===== src/rtl/load_store_queue.sv =====
// load_store_queue: in-order load/store queue feeding the dmem stage.
// Dispatched memory ops wait in a circular buffer for their base and
// store-data operands (snooped from the CDB) and for branch resolution.
// The head entry is presented combinationally on the lsu_* outputs.
// cdb_i is packed as {tag[TAG_W-1:0], val[31:0]}; a tag of NO_VAL marks idle.
// Optional feature macro: LSQ_CDB_BYPASS_EN -- when defined, a dispatched
// operand whose tag matches the CDB in the same cycle is written as ready.
module load_store_queue #(
    parameter int unsigned       DEPTH  = 8,
    parameter int unsigned       TAG_W  = 5,
    parameter logic [TAG_W-1:0]  NO_VAL = '0
) (
    input  logic              clk_i,
    input  logic              reset_ni,
    input  logic              disp_valid_i,
    input  logic              disp_load_i,
    input  logic [TAG_W-1:0]  disp_base_tag_i,
    input  logic [31:0]       disp_base_val_i,
    input  logic [TAG_W-1:0]  disp_data_tag_i,
    input  logic [31:0]       disp_data_val_i,
    input  logic [31:0]       disp_offset_i,
    input  logic [TAG_W-1:0]  disp_ld_tag_i,
    input  logic              disp_spec_i,
    output logic              disp_full_o,
    input  logic [TAG_W+31:0] cdb_i,
    input  logic              br_resolve_i,
    input  logic              br_correct_i,
    output logic              lsu_empty_o,
    output logic [31:0]       lsu_eff_addr_o,
    output logic [31:0]       lsu_st_data_o,
    output logic [TAG_W-1:0]  lsu_ld_tag_o,
    output logic              lsu_load_o,
    output logic              lsu_instr_ready_o,
    output logic              lsu_specultative_o,
    output logic              lsu_corr_pred_o,
    input  logic              lsu_read_i
);

    localparam int unsigned PTR_W = $clog2(DEPTH);
    localparam int unsigned CNT_W = $clog2(DEPTH + 1);

    logic [PTR_W-1:0] head_q, head_d, tail_q, tail_d;
    logic [CNT_W-1:0] count_q, count_d;

    logic             valid_q    [DEPTH];
    logic             valid_d    [DEPTH];
    logic             load_q     [DEPTH];
    logic             load_d     [DEPTH];
    logic [TAG_W-1:0] base_tag_q [DEPTH];
    logic [TAG_W-1:0] base_tag_d [DEPTH];
    logic [31:0]      base_val_q [DEPTH];
    logic [31:0]      base_val_d [DEPTH];
    logic [TAG_W-1:0] data_tag_q [DEPTH];
    logic [TAG_W-1:0] data_tag_d [DEPTH];
    logic [31:0]      data_val_q [DEPTH];
    logic [31:0]      data_val_d [DEPTH];
    logic [31:0]      offset_q   [DEPTH];
    logic [31:0]      offset_d   [DEPTH];
    logic [TAG_W-1:0] ld_tag_q   [DEPTH];
    logic [TAG_W-1:0] ld_tag_d   [DEPTH];
    logic             spec_q     [DEPTH];
    logic             spec_d     [DEPTH];
    logic             res_q      [DEPTH];
    logic             res_d      [DEPTH];
    logic             corr_q     [DEPTH];
    logic             corr_d     [DEPTH];

    logic [TAG_W-1:0] cdb_tag;
    logic [31:0]      cdb_val;
    logic             cdb_live;
    logic             do_push, do_pop;

    assign cdb_tag  = cdb_i[TAG_W+31:32];
    assign cdb_val  = cdb_i[31:0];
    assign cdb_live = (cdb_tag != NO_VAL);

    // Full is taken from the registered count, so a pop never frees a slot the same cycle.
    assign disp_full_o = (count_q == CNT_W'(DEPTH));
    assign do_push     = disp_valid_i & ~disp_full_o;
    assign do_pop      = lsu_read_i & valid_q[head_q];

    // Next-state: CDB snoop, branch resolution, pop and dispatch for every entry.
    always_comb begin
        valid_d    = valid_q;
        load_d     = load_q;
        base_tag_d = base_tag_q;
        base_val_d = base_val_q;
        data_tag_d = data_tag_q;
        data_val_d = data_val_q;
        offset_d   = offset_q;
        ld_tag_d   = ld_tag_q;
        spec_d     = spec_q;
        res_d      = res_q;
        corr_d     = corr_q;
        head_d     = head_q;
        tail_d     = tail_q;

        for (int unsigned i = 0; i < DEPTH; i++) begin
            if (valid_q[i]) begin
                if (cdb_live && base_tag_q[i] == cdb_tag) begin
                    base_tag_d[i] = NO_VAL;
                    base_val_d[i] = cdb_val;
                end
                if (cdb_live && data_tag_q[i] == cdb_tag) begin
                    data_tag_d[i] = NO_VAL;
                    data_val_d[i] = cdb_val;
                end
                if (br_resolve_i && spec_q[i]) begin
                    res_d[i]  = 1'b1;
                    corr_d[i] = br_correct_i;
                end
            end
        end

        if (do_pop) begin
            valid_d[head_q] = 1'b0;
            head_d = (head_q == PTR_W'(DEPTH - 1)) ? '0 : head_q + PTR_W'(1);
        end

        if (do_push) begin
            valid_d[tail_q]    = 1'b1;
            load_d[tail_q]     = disp_load_i;
            base_tag_d[tail_q] = disp_base_tag_i;
            base_val_d[tail_q] = disp_base_val_i;
            data_tag_d[tail_q] = disp_load_i ? NO_VAL : disp_data_tag_i;
            data_val_d[tail_q] = disp_load_i ? '0 : disp_data_val_i;
            offset_d[tail_q]   = disp_offset_i;
            ld_tag_d[tail_q]   = disp_load_i ? disp_ld_tag_i : NO_VAL;
            spec_d[tail_q]     = disp_spec_i;
            res_d[tail_q]      = disp_spec_i & br_resolve_i;
            corr_d[tail_q]     = disp_spec_i & br_resolve_i & br_correct_i;
`ifdef LSQ_CDB_BYPASS_EN
            if (cdb_live && disp_base_tag_i == cdb_tag) begin
                base_tag_d[tail_q] = NO_VAL;
                base_val_d[tail_q] = cdb_val;
            end
            if (cdb_live && !disp_load_i && disp_data_tag_i == cdb_tag) begin
                data_tag_d[tail_q] = NO_VAL;
                data_val_d[tail_q] = cdb_val;
            end
`endif
            tail_d = (tail_q == PTR_W'(DEPTH - 1)) ? '0 : tail_q + PTR_W'(1);
        end

        count_d = count_q + CNT_W'(do_push) - CNT_W'(do_pop);
    end

    // State registers; asynchronous reset discards every entry.
    always_ff @(posedge clk_i or negedge reset_ni) begin
        if (!reset_ni) begin
            head_q     <= '0;
            tail_q     <= '0;
            count_q    <= '0;
            valid_q    <= '{default: '0};
            load_q     <= '{default: '0};
            base_tag_q <= '{default: '0};
            base_val_q <= '{default: '0};
            data_tag_q <= '{default: '0};
            data_val_q <= '{default: '0};
            offset_q   <= '{default: '0};
            ld_tag_q   <= '{default: '0};
            spec_q     <= '{default: '0};
            res_q      <= '{default: '0};
            corr_q     <= '{default: '0};
        end else begin
            head_q     <= head_d;
            tail_q     <= tail_d;
            count_q    <= count_d;
            valid_q    <= valid_d;
            load_q     <= load_d;
            base_tag_q <= base_tag_d;
            base_val_q <= base_val_d;
            data_tag_q <= data_tag_d;
            data_val_q <= data_val_d;
            offset_q   <= offset_d;
            ld_tag_q   <= ld_tag_d;
            spec_q     <= spec_d;
            res_q      <= res_d;
            corr_q     <= corr_d;
        end
    end

    logic h_valid, h_ops_rdy, h_spec, h_res, h_corr;

    // Head presentation; everything is gated by head valid so an empty queue shows idle values.
    always_comb begin
        h_valid   = valid_q[head_q];
        h_spec    = spec_q[head_q];
        h_res     = res_q[head_q];
        h_corr    = corr_q[head_q];
        h_ops_rdy = (base_tag_q[head_q] == NO_VAL) &
                    (load_q[head_q] | (data_tag_q[head_q] == NO_VAL));

        lsu_empty_o        = ~h_valid;
        lsu_eff_addr_o     = h_valid ? base_val_q[head_q] + offset_q[head_q] : '0;
        lsu_st_data_o      = h_valid ? data_val_q[head_q] : '0;
        lsu_ld_tag_o       = (h_valid & load_q[head_q]) ? ld_tag_q[head_q] : NO_VAL;
        lsu_load_o         = h_valid & load_q[head_q];
        // Squashed heads are ready regardless of operands so the dmem stage can drop them.
        lsu_instr_ready_o  = h_valid & ((h_ops_rdy & (~h_spec | (h_res & h_corr)))
                                       | (h_spec & h_res & ~h_corr));
        lsu_specultative_o = h_valid & h_spec & ~(h_res & h_corr);
        lsu_corr_pred_o    = h_valid & h_res & h_corr;
    end

endmodule


===== config.mk =====
export PLATFORM = sky130hd
export DESIGN_NAME = load_store_queue
export DESIGN_NICKNAME = d
export VERILOG_FILES = /design/src/rtl/load_store_queue.sv
export SDC_FILE = /design/constraint.sdc
export NUM_CORES = 2
export LEC_CHECK = 0
export BUFFER_PORTS_ARGS = -buffer_cell sky130_fd_sc_hd__buf_2
export CAP_MARGIN = 10
export CORE_MARGIN = 4
export CORE_UTILIZATION = 62
export DETAILED_ROUTE_END_ITERATION = 16
export PLACE_DENSITY = 0.82
export SETUP_SLACK_MARGIN = 0.02
export SYNTH_ARGS = -nofsm -noshare
export SYNTH_HDL_FRONTEND = slang
export SYNTH_SLANG_ARGS = --single-unit

===== constraint.sdc =====
create_clock -name clk_i -period 4.8 [get_ports clk_i]
set_clock_uncertainty 0.1 [all_clocks]
set_input_delay 0.48 -clock clk_i [delete_from_list [all_inputs] [get_ports clk_i]]
set_output_delay 0.48 -clock clk_i [all_outputs]
set_load 0.03 [all_outputs]

-- Yosys cells after proc, flatten, opt, wreduce, memory -nomap -nowiden
Index checks and enable logic that the tools add are counted.
- add/subtract/negate cells: 5
- $mul: 0
- div/mod/pow operators: 0
- magnitude comparators: 4
- equality and inequality tests: 19
- shift-type cells: 0
- muxes and demuxes: 163
- bitwise logic cells: 28
- reduce and logical (&&, ||, !) cells: 29
- operators by type and width (kind ; number):
    $mux W32 ; 42
    $bwmux W256 ; 3
    $mux W256 ; 2
    $bmux W32 S3 ; 3
    $mux W5 ; 42
    $bwmux W40 ; 3
    $demux W32 S3 ; 1
    $eq A5 B5 Y1 ; 16
    $mux W40 ; 2
    $bmux W5 S3 ; 3
    $mux W1 ; 44
    $add A32 B32 Y32 ; 1
    $bwmux W8 ; 4
    $mux W8 ; 4
    $logic_and A1 B1 Y1 ; 26
    $and A1 B1 Y1 ; 15
    $bmux W1 S3 ; 5
    $demux W5 S3 ; 1
    $logic_not A5 Y1 ; 2
    $and A8 B8 Y8 ; 1
    $ge A4 B4 Y1 const B ; 2
    $lt A4 B1 Y1 const B ; 2
    $not A3 Y4 ; 2
    $not A8 Y8 ; 1
    other kinds (11) ; 21
- register bits: 938
- bits in latches: 0
- RAM bits: 0
- ROM bits: 0
- input bits: 156
- output and inout bits: 75
- logic and storage cells: 339
- memories: 0

-- Longest topological paths before layout
- depth in word-level cells: 10
- gate-level depth with buffers: 18
- mapped depth without buffers: 16

-- Worst setup path after synthesis
Ideal clock, no wire load.
- kind: reg2out
- from: reg head_q[0]
- to: out lsu_eff_addr_o[26]
- arrival time: 4.168 ns
- required time: 4.220 ns
- slack: 0.052 ns
- stages on the path, launching flop included: 18
- cell sequence: dfrtp_1 buf_4 buf_4 buf_4 nor3_2 clkbuf_1 a221oi_1 nand3_1 ha_1 inv_1 fa_1 and2b_1 o211ai_1 a31oi_1 a31oi_1 o41a_1 mux2i_1 o311ai_0
- word-level cells in the longest chain between the ends: 6
- elaborated cells between the ends (all ways): 12
- those cells by class: add/sub: 1; mux: 10; bitwise: 1
- RTL lines (what ; RTL line ; RTL):
    from (decl) ; 42 ; logic [PTR_W-1:0] head_q, head_d, tail_q, tail_d;
    from (signal assigned) ; 151 ; head_q <= '0;
    from (signal assigned) ; 166 ; head_q <= head_d;
    $not A3 Y4 (implied by the code) * ; 187, 195 ;
    $bmux W32 S3 ; 195 ; lsu_eff_addr_o = h_valid ? base_val_q[head_q] + offset_q[head_q] : '0;
    $mux W32 (implied by the code) (2 in series) ; 195 ;
    $add A32 B32 Y32 ; 195 ;
    $mux W32 * ; 195 ;
    to (decl) ; 29 ; output logic [31:0] lsu_eff_addr_o,
Every way passes the cells marked *; elsewhere a longest branch is shown, timed or not. The select of a mux whose other input is x is not followed.

-- Worst setup path in the final report
Same ends and word-level chain as after synthesis.

==> impl_metrics.yaml <==
outcome:
  outcome: "finished with violations"
  violations: "setup timing"
setup_path:
  critPathMaxFanout: 5
  critical_path.max_stage_delay_ps: 510
  arrival_ps: 4700
  cp-end-kind: "primary output"
  critical_path_class: "register to primary output"
  crit_path_top_delay_cell: "dfrtp_4"
  cp-start-kind: "register"
  path_cells: "clkinvlp_4 > buf_6 > nor2_4 > a22oi_1 > nand3_1 > ha_2 > inv_2 > fa_2 > and2b_1 > o211ai_1 > a31oi_2 > a31oi_1 > buf_4 > o41a_1 > mux2i_1 > o311ai_1 > buf_4"
  cpMostUsedCell: "buf_4"
  required_ps: 4220
synthesis:
  yosysTopAreaCell: "dfrtp_1"
  syn_inst: 5393
  syn_nets: 5591
  synthArstFlopShare_pct: 100.0
  synth_flop_cell: "dfrtp_1"
  syn_area_sq_um: 49510
  synthTopCellsByArea: "dfrtp_1 47%, nand2_1 12%, mux2i_1 12%, o21ai_0 5.7%, a22oi_1 2.0%"
  synth_seq_cells: 938
  synth.distinct_cells: 74
  seq_area_frac_synth_pct: 47.41
  syn_area_per_cell_sq_um: 9.180
  yosysWarningCount: 0
  synth_top_area_share_pct: 47.41
  ys_top_cells_by_count: "1601 x nand2_1, 938 x dfrtp_1, 581 x mux2i_1"
  synth_most_common_cell: "nand2_1"
  synth_edf_count: 0
timing:
  period_share_pct: 109.9
  timing.fmax_mhz: 189.6
  fin_ws_ps: -475.3
  post-route-min-period_ps: 5275
  relSlewSlack_pct: 28.89
  setup_viol: 25
  hold_viol: 0
  drv_slew: 0
  tightest_slew_ps: 1067
  rsz0062_at_grt: "true"
  hold_ws_ps: 3.467
placement:
  hpwl_um: 106400
  placed_cell_area_sq_um: 51190
  port_buffers: 230
  post-place-cells: 6312
  place.gp.congestion: 0.9734
clock_network:
  cts.path.max_buffers: 3
  clock_sinks: 938
  cts-root-buf: "clkbuf_16"
  htreeDepth: 3
  worstSkewPairLatency_ps: 680
  cts_tree: "built"
  cts_buffers: 97
  clk_pin_slew_ps: 60
routing:
  routedWlPerCell_um: 27.10
  vias_per_cell: 6.788
  route.detailed.drc: 0
  postRouteAntennaNets: 0
  drt_iter0_drc: 6414
  dr.pass1.iters: 8
  vias: 44830
  drt_wl_total_um: 179000
power:
  ir_drop_mv: 1.538
  powerDensity_nw_per_um2: 832.0
  p_leak_nw: 23.94
final_layout:
  nets: 5648
  multiInputGateArea_sq_um: 24250
  syn_to_final_growth_pct: 14.10
  final_cell_count_no_fill: 6605
  final_area_sq_um: 56490
  utilization_pct: 71.39
  drive_gt1_share_pct: 15.53
  fillCellCount: 5537
  layout.area.seq_sq_um: 23480
floorplanning:
  core_area_sq_um: 79130
  rows: 103
  num_io_pins: 231
  start_util_pct: 62.57
  die_w_um: 290.6
  die_area_sq_um: 84440
  die_y_um: 290.6
global_route:
  grt_pass1_vias: 44370
  grt_usage_pct: 40.54
  grt_pass1_wl_um: 266200
  gr-total-overflow: 0
  grt_max_degree: 179
  antenna_found_initial: 27
hold_path:
  hp-class: "input port to register"
run:
  drv_cap: 0
[critical path: cells and delay by family, from the launching register on]
family                   cells  cell delay, ps
multiplexers                 1             200
AO/OA/AOI/OAI                6            1240
buffers and inverters        5             800
flip-flops                   1             510
AND/OR/NAND/NOR              3             590
adder cells (fa/ha/maj)      2             660
[sequential cells by signal (all words and copies together) (netlist names)]
signal and count:
base_val_q 256, offset_q 256, res_q 8, base_tag_q 40
spec_q 8, data_tag_q 40, load_q 8, count_q 4
data_val_q 256, corr_q 8, ld_tag_q 40, valid_q 8
head_q 3, tail_q 3
[per-layer routing]
metal	share of wire, %	wire (um)	track usage, %
met4	7.9	14080	27.15
met1	35	61900	51.55
met3	15	26040	12.91
met2	43	76860	59.69
met5	0.045	80	0
[logic make-up (layout without fill, tap and decap cells)]
group	after synthesis	in the layout	share of synthesized area, %
AOI/OAI and AO/OA	1173	1173	14.19
xor gates and xnor gates	101	101	1.787
DFF	938	938	47.41
buffers and inverters	544	681	5.497
and+or+nand+nor	1927	1927	15.68
adders and majority gates	42	42	1.092
other	0	25	0
muxes	668	668	14.34
[cells in the final DEF (no fill, tap or decap), types with 102 or more instances in the layout]
cell type / instances
clkbuf_16: 102
o21ai_0: 534
buf_4: 173
dfrtp_1: 935
nand2_1: 1594
o21ai_1: 136
buf_2: 204
mux2i_1: 580
a22oi_1: 127
nor2_1: 108
[cell type report]
type	count	area share, %
repair buffers	481	6.964
clock buffers	143	5.083
well taps	1050	2.326
flip-flops and latches	938	41.57
diodes	25	0.1107
inverters	21	0.1595
multi-input cells	3911	42.92
clock inverters	36	0.8638
[final timing paths]
| check | startpoint | slack [ps] | end | depth (start not counted) |
|---|---|---|---|---|
| max | head_q[0]$_DFFE_PN0P_ | -480 | lsu_eff_addr_o[26] | 17 |
| min | disp_offset_i[24] | 3 | offset_q[24]$_DFFE_PN0P_ | 3 |
| max reg2reg | head_q[2]$_DFFE_PN0P_ | 660 | count_q[2]$_DFF_PN0_ | 13 |
| min reg2reg | offset_q[143]$_DFFE_PN0P_ | 370 | offset_q[143]$_DFFE_PN0P_ | 2 |
| max in group asynchronous | reset_ni | 2780 | offset_q[111]$_DFFE_PN0P_ | 3 |
| min in group asynchronous | reset_ni | 260 | ld_tag_q[28]$_DFFE_PN0P_ | 2 |
[power breakdown]
group          switching [mW]  internal [mW]
sequential               2.45           11.5
combinational            15.5           9.60
clock                    3.38           4.61
total                    21.3           25.7
[stage by stage]
| stage | power, mW | setup TNS, ps | worst slack, ps |
|---|---|---|---|
| floorplan | 26.90 | 0 | 52.31 |
| global placement | 34.13 | 0 | 179.2 |
| detailed placement | 34.79 | 0 | 74.89 |
| CTS | 44.08 | -4054 | -294.5 |
| global route | 48.89 | -9601 | -563.4 |
| finish | 47.00 | -7634 | -475.3 |
[timing repair]
action | CTS | global route
gates cloned | 4 | 4
endpoints found under the hold margin | 197 | 0
endpoints found under the setup margin | 30 | 41
hold buffers | 30 | 0
setup buffers | 30 | 28
pin swaps | 24 | 83
resized for setup | 97 | 141
Power figures use the tool's default switching activity.
